**src/rtl/cpu7_ifu_ibuf_pkg.sv**
```systemverilog
// Shared types and entry field layout for the IFU instruction buffer.
// Entry layout macros live here so every ibuf file sees the same packing.
`ifndef GRLEN
`define GRLEN 32
`endif
`ifndef LSOC1K_IBUF_ENTRY_BIT
`define LSOC1K_IBUF_ENTRY_BIT (32 + `GRLEN + 1)
`define LSOC1K_IBUF_INST_LSB 0
`define LSOC1K_IBUF_PC_LSB 32
`define LSOC1K_IBUF_EXCP_BIT (32 + `GRLEN)
`endif

package cpu7_ifu_ibuf_pkg;

  localparam int GRLEN   = `GRLEN;
  localparam int ENTRY_W = `LSOC1K_IBUF_ENTRY_BIT;

  typedef struct packed {
    logic             excp;
    logic [GRLEN-1:0] pc;
    logic [31:0]      inst;
  } ibuf_entry_t;

endpackage

```
**src/rtl/cpu7_ifu_ibuf_mem.sv**
```systemverilog
// Instruction buffer storage: DEPTH x entry registers,
// one write port and one combinational read port.
module cpu7_ifu_ibuf_mem
  import cpu7_ifu_ibuf_pkg::*;
#(
  parameter int DEPTH = 4,
  parameter int AW    = $clog2(DEPTH)
) (
  input  logic              clk,
  input  logic              reset,
  input  logic              we,
  input  logic [AW-1:0]     waddr,
  input  ibuf_entry_t       wdata,
  input  logic [AW-1:0]     raddr,
  output ibuf_entry_t       rdata
);

  ibuf_entry_t mem [DEPTH];

  always_ff @(posedge clk or posedge reset) begin
    if (reset) begin
      for (int i = 0; i < DEPTH; i++) mem[i] <= '0;
    end else if (we) begin
      mem[waddr] <= wdata;
    end
  end

  assign rdata = mem[raddr];

endmodule

```
**src/rtl/cpu7_ifu_ibuf.sv**
```systemverilog
// Fetch-to-decode instruction buffer (circular FIFO with flush).
// Define CPU7_IFU_IBUF_BYPASS_EN for a zero-latency path when empty.
module cpu7_ifu_ibuf
  import cpu7_ifu_ibuf_pkg::*;
#(
  parameter  int DEPTH = 4,
  localparam int PTR_W = $clog2(DEPTH)
) (
  input  logic              clk,
  input  logic              reset,
  input  logic              fdp_ibuf_vld,
  input  logic [31:0]       fdp_ibuf_inst,
  input  logic [GRLEN-1:0]  fdp_ibuf_pc,
  input  logic              fdp_ibuf_excp,
  output logic              ibuf_fdp_rdy,
  input  logic              exu_ifu_flush,
  output logic              ibuf_dec_vld,
  output logic [31:0]       ibuf_dec_inst,
  output logic [GRLEN-1:0]  ibuf_dec_pc,
  output logic              ibuf_dec_excp,
  input  logic              dec_ibuf_rdy,
  output logic [PTR_W:0]    ibuf_cnt
);

  localparam logic [PTR_W:0] FULL_CNT = (PTR_W+1)'(DEPTH);
  localparam logic [PTR_W-1:0] PTR_ONE = PTR_W'(1);

  logic [PTR_W-1:0] rd_ptr, wr_ptr;
  logic [PTR_W:0]   cnt;
  logic             empty, full;
  logic             push, pop;
  logic             mem_we, mem_pop;
  ibuf_entry_t      in_ent, head_ent, out_ent;

  assign empty  = (cnt == '0);
  assign full   = (cnt == FULL_CNT);
  assign in_ent = '{excp: fdp_ibuf_excp, pc: fdp_ibuf_pc,
                    inst: fdp_ibuf_inst};

  assign ibuf_fdp_rdy = !full && !exu_ifu_flush;
  assign push = fdp_ibuf_vld && ibuf_fdp_rdy;
  assign pop  = ibuf_dec_vld && dec_ibuf_rdy;

`ifdef CPU7_IFU_IBUF_BYPASS_EN
  logic byp;
  // Empty and not flushing: fetch data goes straight to decode.
  assign byp          = empty && !exu_ifu_flush;
  assign ibuf_dec_vld = byp ? fdp_ibuf_vld : (!empty && !exu_ifu_flush);
  assign out_ent      = byp ? in_ent : head_ent;
  assign mem_we       = push && !(byp && dec_ibuf_rdy);
  assign mem_pop      = pop && !empty;
`else
  assign ibuf_dec_vld = !empty && !exu_ifu_flush;
  assign out_ent      = head_ent;
  assign mem_we       = push;
  assign mem_pop      = pop;
`endif

  assign ibuf_dec_inst = out_ent.inst;
  assign ibuf_dec_pc   = out_ent.pc;
  assign ibuf_dec_excp = out_ent.excp;
  assign ibuf_cnt      = cnt;

  always_ff @(posedge clk or posedge reset) begin
    if (reset) begin
      rd_ptr <= '0;
      wr_ptr <= '0;
      cnt    <= '0;
    end else if (exu_ifu_flush) begin
      rd_ptr <= '0;
      wr_ptr <= '0;
      cnt    <= '0;
    end else begin
      if (mem_we)  wr_ptr <= wr_ptr + PTR_ONE;
      if (mem_pop) rd_ptr <= rd_ptr + PTR_ONE;
      unique case ({mem_we, mem_pop})
        2'b10:   cnt <= cnt + 1'b1;
        2'b01:   cnt <= cnt - 1'b1;
        default: cnt <= cnt;
      endcase
    end
  end

  cpu7_ifu_ibuf_mem #(.DEPTH(DEPTH)) u_mem (
    .clk   (clk),
    .reset (reset),
    .we    (mem_we),
    .waddr (wr_ptr),
    .wdata (in_ent),
    .raddr (rd_ptr),
    .rdata (head_ent)
  );

endmodule
```
**config.mk**
```make
export PLATFORM = sky130hd
export DESIGN_NAME = cpu7_ifu_ibuf
export DESIGN_NICKNAME = d
export VERILOG_FILES = /design/src/rtl/cpu7_ifu_ibuf_pkg.sv /design/src/rtl/cpu7_ifu_ibuf_mem.sv /design/src/rtl/cpu7_ifu_ibuf.sv
export SDC_FILE = /design/constraint.sdc
export NUM_CORES = 1
export LEC_CHECK = 0
export BUFFER_PORTS_ARGS = -buffer_cell sky130_fd_sc_hd__buf_2
export CORE_MARGIN = 1
export CORE_UTILIZATION = 31
export CTS_CLUSTER_SIZE = 10
export DETAILED_ROUTE_END_ITERATION = 8
export PLACE_DENSITY = 0.51
export SYNTH_ARGS = -nofsm -noshare
export SYNTH_HDL_FRONTEND = slang
export SYNTH_SLANG_ARGS = --single-unit
```
**constraint.sdc**
```tcl
create_clock -name clk -period 8.2 [get_ports clk]
set_input_delay 0 -clock clk [delete_from_list [all_inputs] [get_ports clk]]
set_output_delay 0 -clock clk [all_outputs]
set_load 0.1 [all_outputs]
```
==> out/metrics.cfg, run 1 <==
[routing]
drtIter0Drc = 191
drt-total-wl_microns = 26240
via_per_inst = 4.716
antenna_left = 0
drc = 0
wl_per_cell_microns = 18.49
firstDrtPassIters = 4
vias = 6692

[critical_path]
cp-end-kind = output pin
crit_type = register to output pin
r2r_start = ibuf_cnt[0]$_DFFE_PP0P_
critPathRequiredTime_ps = 8200
worst_ep_arrival_time_ps = 3070
startpoint = rd_ptr[1]$_DFFE_PP0P_
cp_max_fo = 34
critPathLaunchType = register

[global_routing]
grt_use_met3_pct = 4.222
grt_pass1_wl_microns = 42450
busiest_layer = met2
use_met1_pct = 18.97
grtUsageTotal_pct = 13.97
antenna_found_initial = 0
gr-usage-met2_pct = 21.39
overflow = 0
grt_pass1_vias = 7333
grt_max_degree = 156

[synthesis]
synth_edf_count = 0
synth_top_flop_cell = dfrtp_1
synth_top_area_share_pct = 55.78
yosysSeqAreaShare_pct = 55.78
syn_avg_cell_area_sq_um = 17.34
syn_inst = 691
synth_seq_cells = 267
yosysTopAreaCell = dfrtp_1
synth.top_cells.by_count = dfrtp_1 (267), mux2_2 (210), mux4_2 (65), mux2_4 (50), buf_4 (18)
synthArstFlopShare_pct = 100.0
synth_nets = 766
ys_warn_count = 0
yosys.cell_count.top_type = dfrtp_1
synthesis.area_sq_um = 11980
synth_area_leaders = dfrtp_1 (56%), mux2_2 (20%), mux4_2 (12%)
synth.distinct_cells = 36

[floorplan]
pin_count = 140
die-height_microns = 198.6
placeableCoreArea_sq_um = 37840
rows = 71
dieArea_sq_um = 39430
die_x_microns = 198.6
start_util_pct = 31.65

[sta]
finalCritPeriodShare_pct = 37.42
fin_skew_ps = 14.25
drv_slew = 0
rsz0062_at_grt = no
max-slew-margin-rel_pct = 30.55
setup_viol = 0
tns_ps = 0
hold_viol = 0
timing.final.crit_period_ps = 3069
whs_ps = 132.2
max_freq_mhz = 325.9
worst_pin_slew_ps = 1042

[clock_tree]
h-tree-depth = 2
cts_tree = yes
clock-sinks = 267
clk_pin_slew_ps = 50
clkLatencyLatePin_ps = 520
clockBufferDepth = 3
ctsRootBufferMaster = clkbuf_16
numCtsBuffers = 34

[cells_and_area]
antenna_cells = 0
area_delta_synth_final_pct = 23.45
drive_gt1_share_pct = 57.38
nNetsFinal = 968
num-fill-cells = 3609

[outcome]
status = complete, no violations

[worst_hold_path]
holdCritPathClass = input port to asynchronous set/reset pin

[flow_run]
drv_cap = 0

[pwr]
cellLeakagePower_nw = 6.605
vdd_ir_drop_max_v = 0.0002571
powerDensity_nw_per_um2 = 430.9

[place]
gp_congestion = 0.6660
io_buffers = 139
dpl.hpwl_microns = 14470

[final cells by class]
class	count	area, sq um	share of cell area (%)
clock buffers	48	997.2	6.743
repair buffers	215	1451	9.815
clock inverters	3	40.04	0.2708
flip-flops and latches	267	6689	45.23
inverters	5	26.28	0.1777
well taps	511	639.4	4.324
multi-input cells	370	4945	33.44
[sequential cells by signal (all words and copies together), names as in the netlist]
| register | cells |
|---|---|
| u_mem.mem | 260 |
| wr_ptr | 2 |
| ibuf_cnt | 3 |
| rd_ptr | 2 |
[stage by stage]
step                power [mW]  cells  area (sq um)  setup slack [ps]  utilization (%)
global placement         4.947   1299         13060              5282            34.51
CTS                      6.470   1419         14790              4979            39.08
detailed placement       4.976   1299         13060              5181            34.51
global route             6.684   1419         14790              4867            39.08
floorplan                4.616    691         11980             846.4                -
finish                   6.371   1419         14790              5131            39.08
[where the power goes]
part	internal [mW]	total, mW	switching, mW
sequential	1.84	2.11	0.278
combinational	0.917	2.85	1.93
clock	0.867	1.41	0.544
[worst max-delay path, cell delays in order, from the launching register on]
cell	delay, ps
dfrtp_4	860
buf_4	740
mux4_2	610
buf_2	310
[kinds of logic (layout without fill, tap and decap cells)]
logic type | count (synthesis) | after routing | share of synthesized area [%]
flops | 267 | 267 | 55.78
compound gates | 15 | 15 | 0.8775
xor+xnor | 3 | 3 | 0.2194
simple gates | 22 | 22 | 1.055
fa+ha+maj | 5 | 5 | 0.5849
buf+inv | 54 | 271 | 3.259
mux | 325 | 325 | 38.23
[what timing repair did]
item                                   in CTS  in global routing
setup buffers                               0                  0
gates resized for setup                     0                  0
hold buffers                               69                  0
endpoints found under the hold margin     379                  0
[per-layer routing]
| layer | up-vias | share of wire (%) |
|---|---|---|
| met5 | - | 0 |
| met4 | 0 | 2.1 |
| met3 | 42 | 5.6 |
| met2 | 120 | 46 |
| met1 | 3538 | 47 |
| li1 | 2992 | - |
[worst paths after layout]
kind	endpoint	slack [ps]	cells past startpoint
setup / recovery	ibuf_dec_pc[30]	5130	3
hold / removal	u_mem.mem[116]$_DFFE_PP0P_	130	3
setup reg to reg	u_mem.mem[193]$_DFFE_PP0P_	5270	4
hold reg to reg	u_mem.mem[15]$_DFFE_PP0P_	500	1
max in group asynchronous	u_mem.mem[15]$_DFFE_PP0P_	6660	4
min in group clk	u_mem.mem[253]$_DFFE_PP0P_	290	3
[cells in the final DEF, fill, tap and decap left out, drive strengths merged]
cell type / n
a32o: 1
buf: 146
a21oi: 3
nor3: 2
o22ai: 2
o31ai: 1
o21ai: 2
and3: 1
ha: 4
fa: 1
nor3b: 2
bufinv: 1
a22o: 1
nand2: 1
nor2: 5
o311ai: 1
dlygate4sd3: 69
a221oi: 1
inv: 5
nand2b: 2
a311oi: 1
mux2: 260
xor2: 3
mux4: 65
or3b: 1
nand3: 5
nor2b: 1
o21a: 1
dfrtp: 267
a211oi: 1
nor4b: 1
clkinv: 2
and2: 1
clkbuf: 48
(Power assumes the default switching activity.)
==> inputs of run 2 (changes only) <==
Settings changed: PLACE_DENSITY 0.51 to 0.52.
Clock period 8.2 ns to 2.6 ns, I/O delays scaled along.
==> run 2 against run 1 <==
  * Combinational power rose to 3.2 times the previous value
  * Sequential share of layout area decreased by 0.78 points
  * Global-route usage decreased by 0.17 points
  * Final cell count increased by 1.4%
==> out/metrics.cfg, run 2 (synthesis results as in run 1) <==
[place]
dpl.hpwl_microns = 15780  ; +9.0%
io_buffers = 139  ; unchanged
place_inst = 1318  ; +1.5%
dpl_cell_area_sq_um = 13350  ; +2.3%
gp_congestion = 0.7168  ; +7.6%

[global_routing]
antenna_found_initial = 1  ; +1
grt_pass1_vias = 7323  ; -0.14%
grt_max_degree = 59  ; -62%
overflow = 0  ; unchanged
grtUsageTotal_pct = 13.80  ; -0.17 points
grt_pass1_wl_microns = 42150  ; -0.71%

[cells_and_area]
layout_commonest_cell = dfrtp_1
drive_gt1_share_pct = 58.25  ; +0.87 points
largest_register = u_mem.mem
nNetsFinal = 987  ; +2.0%
num-fill-cells = 3574  ; -0.97%
final_cells = 1439  ; +1.4%
stdcell_area_sq_um = 15050  ; +1.7%
area_delta_synth_final_pct = 25.60
largest_reg_flops = 260  ; unchanged
layout_common_cells = dfrtp_1 (265), mux2_2 (210), buf_2 (139), dlygate4sd3_1 (69), mux4_2 (65)

[critical_path]
critPathBufInv = 2  ; unchanged
cp-end-kind = output pin
critPathRequiredTime_ps = 2600  ; -5600 ps
crit_path_max_incr_delay_ps = 600  ; -260 ps
path_delay_family = buffers and inverters
path_cells = buf_4 -> mux4_2 -> buf_2
worst_ep_arrival_time_ps = 2330  ; -740 ps
crit_type = register to output pin
critPathLaunchType = register
r2r_slack_ps = 500  ; -4770 ps
r2r_start = ibuf_cnt[2]$_DFFE_PP0P_
cp_max_fo = 25  ; -26%
startpoint = rd_ptr[1]$_DFFE_PP0P_
crit_slowest_cell = mux4_2

[sta]
timing.final.crit_period_ps = 2327
hold_viol = 0  ; unchanged
fin_skew_ps = 11.19  ; -3.060 ps
setup_viol = 0  ; unchanged
max-slew-margin-rel_pct = 47.80  ; +17 points
worst_pin_slew_ps = 781.3  ; -260.4 ps
max_freq_mhz = 429.8
drv_slew = 0  ; unchanged
finalCritPeriodShare_pct = 89.48
rsz0062_at_grt = no

[routing]
drt-total-wl_microns = 26170  ; -0.27%
drc = 0  ; unchanged
wl_met2_microns = 12130  ; +1.1%
firstDrtPassIters = 4  ; unchanged
top_layer_used = met4
wl_per_cell_microns = 18.19  ; -1.7%
drtIter0Drc = 254  ; +33%
antenna_left = 0  ; unchanged
vias = 6808  ; +1.7%
via_per_inst = 4.731  ; +0.32%
wl_met1_microns = 12200  ; -0.24%
wl_met3_microns = 1310  ; -10%

[floorplan]
die-height_microns = 198.6  ; unchanged
die_x_microns = 198.6  ; unchanged
pin_count = 140  ; unchanged
rows = 71  ; unchanged
dieArea_sq_um = 39430  ; unchanged
placeableCoreArea_sq_um = 37840  ; unchanged
start_util_pct = 31.65  ; unchanged

[clock_tree]
clkLatencyLatePin_ps = 500  ; -20 ps
numCtsBuffers = 34  ; unchanged
ctsRootBufferMaster = clkbuf_16
clk_pin_slew_ps = 60  ; about the same
h-tree-depth = 2  ; unchanged
clock-sinks = 267  ; unchanged
cts_tree = yes
clockBufferDepth = 3  ; unchanged
post_cts_buffers = 0  ; unchanged

[pwr]
pwr-share-comb_pct = 45.4  ; +0.7 points
powerDensity_nw_per_um2 = 1333  ; +210%
power.internal_mw = 11.38  ; +210%
clkPwrFrac_pct = 21.5  ; -0.6 points
swShare_pct = 43.23  ; +0.066 points
vdd_ir_drop_max_v = 0.0009587  ; +270%
cellLeakagePower_nw = 6.728  ; +1.9%
share_seq_of_total_power_pct = 33.1  ; about the same
switchingPower_mw = 8.670  ; +220%

[outcome]
status = complete, no violations

[worst_hold_path]
holdCritPathClass = input port to asynchronous set/reset pin

[flow_run]
drv_cap = 0  ; unchanged

-- run 2: changes by cell type in the layout (fill, tap and decap cells not counted), moves of 2 or more --
| cell | change |
|---|---|
| buf_12 | +12 |
| buf_4 | +7 |
| clkbuf_1 | +2 |
| clkbuf_16 | -2 |
| nor2_1 | -2 |
| nor2_2 | +2 |
-- run 2: power by group through the flow --
| stage | combinational [mW] | clock [mW] | sequential, mW |
|---|---|---|---|
| 5_1_grt | 9.51 | 4.65 | 6.86 |
| 6_report | 9.10 | 4.32 | 6.64 |
| 3_5_place_dp | 9.10 | 0 | 6.69 |
| 4_1_cts | 9.20 | 4.48 | 6.63 |
| 2_1_floorplan | 8.10 | 0 | 6.47 |
| 3_3_place_gp | 9.00 | 0 | 6.68 |
-- run 2: routing by layer --
layer | vias to the layer above | GRT usage [%]
met3 | 37 | 3.476
met2 | 119 | 21.13
met1 | 3619 | 19.21
met4 | 0 | 4.131
li1 | 3033 | -
met5 | - | 0
-- run 2: path summary, 6_finish.rpt --
kind / to / cells past startpoint
max in group asynchronous: u_mem.mem[73]$_DFFE_PP0P_ / 4
max: ibuf_dec_pc[25] / 3
min in group clk: u_mem.mem[106]$_DFFE_PP0P_ / 3
min reg2reg: u_mem.mem[106]$_DFFE_PP0P_ / 1
max reg2reg: u_mem.mem[249]$_DFFE_PP0P_ / 4
min: u_mem.mem[117]$_DFFE_PP0P_ / 3
-- run 2: stage by stage --
stage / setup TNS, ps / hold slack (ps) / power [mW] / setup slack (ps) / utilization, %
6_report: 0 / 188.8 / 20.05 / 273.4 / 39.76
5_1_grt: 0 / 212.0 / 21.02 / 159.7 / 39.76
4_1_cts: 0 / 183.3 / 20.32 / 190.4 / 39.75
3_5_place_dp: 0 / 187.9 / 15.79 / 500.6 / 35.29
3_3_place_gp: 0 / 193.0 / 15.68 / 536.7 / 35.29
2_1_floorplan: -247100 / 148.1 / 14.56 / -925.5 / -
-- run 2: what timing repair did --
action	4_1_cts	5_1_grt
endpoints found under the hold margin	286	0
gates resized for setup	0	0
hold buffers	69	0
-- run 2: worst min-delay path, stage by stage --
cell	delay, ps
dlygate4sd3_1	530
buf_2	130
clkinvlp_4	520
-- run 2: layout make-up --
class / count / area, sq um / share of cell area, %
repair buffers: 234 / 1744 / 11.59
inverters: 5 / 22.52 / 0.1497
clock buffers: 48 / 954.7 / 6.345
flip-flops and latches: 267 / 6689 / 44.46
clock inverters: 3 / 43.79 / 0.2911
multi-input cells: 370 / 4950 / 32.90
well taps: 511 / 639.4 / 4.249
diodes: 1 / 2.502 / 0.01663
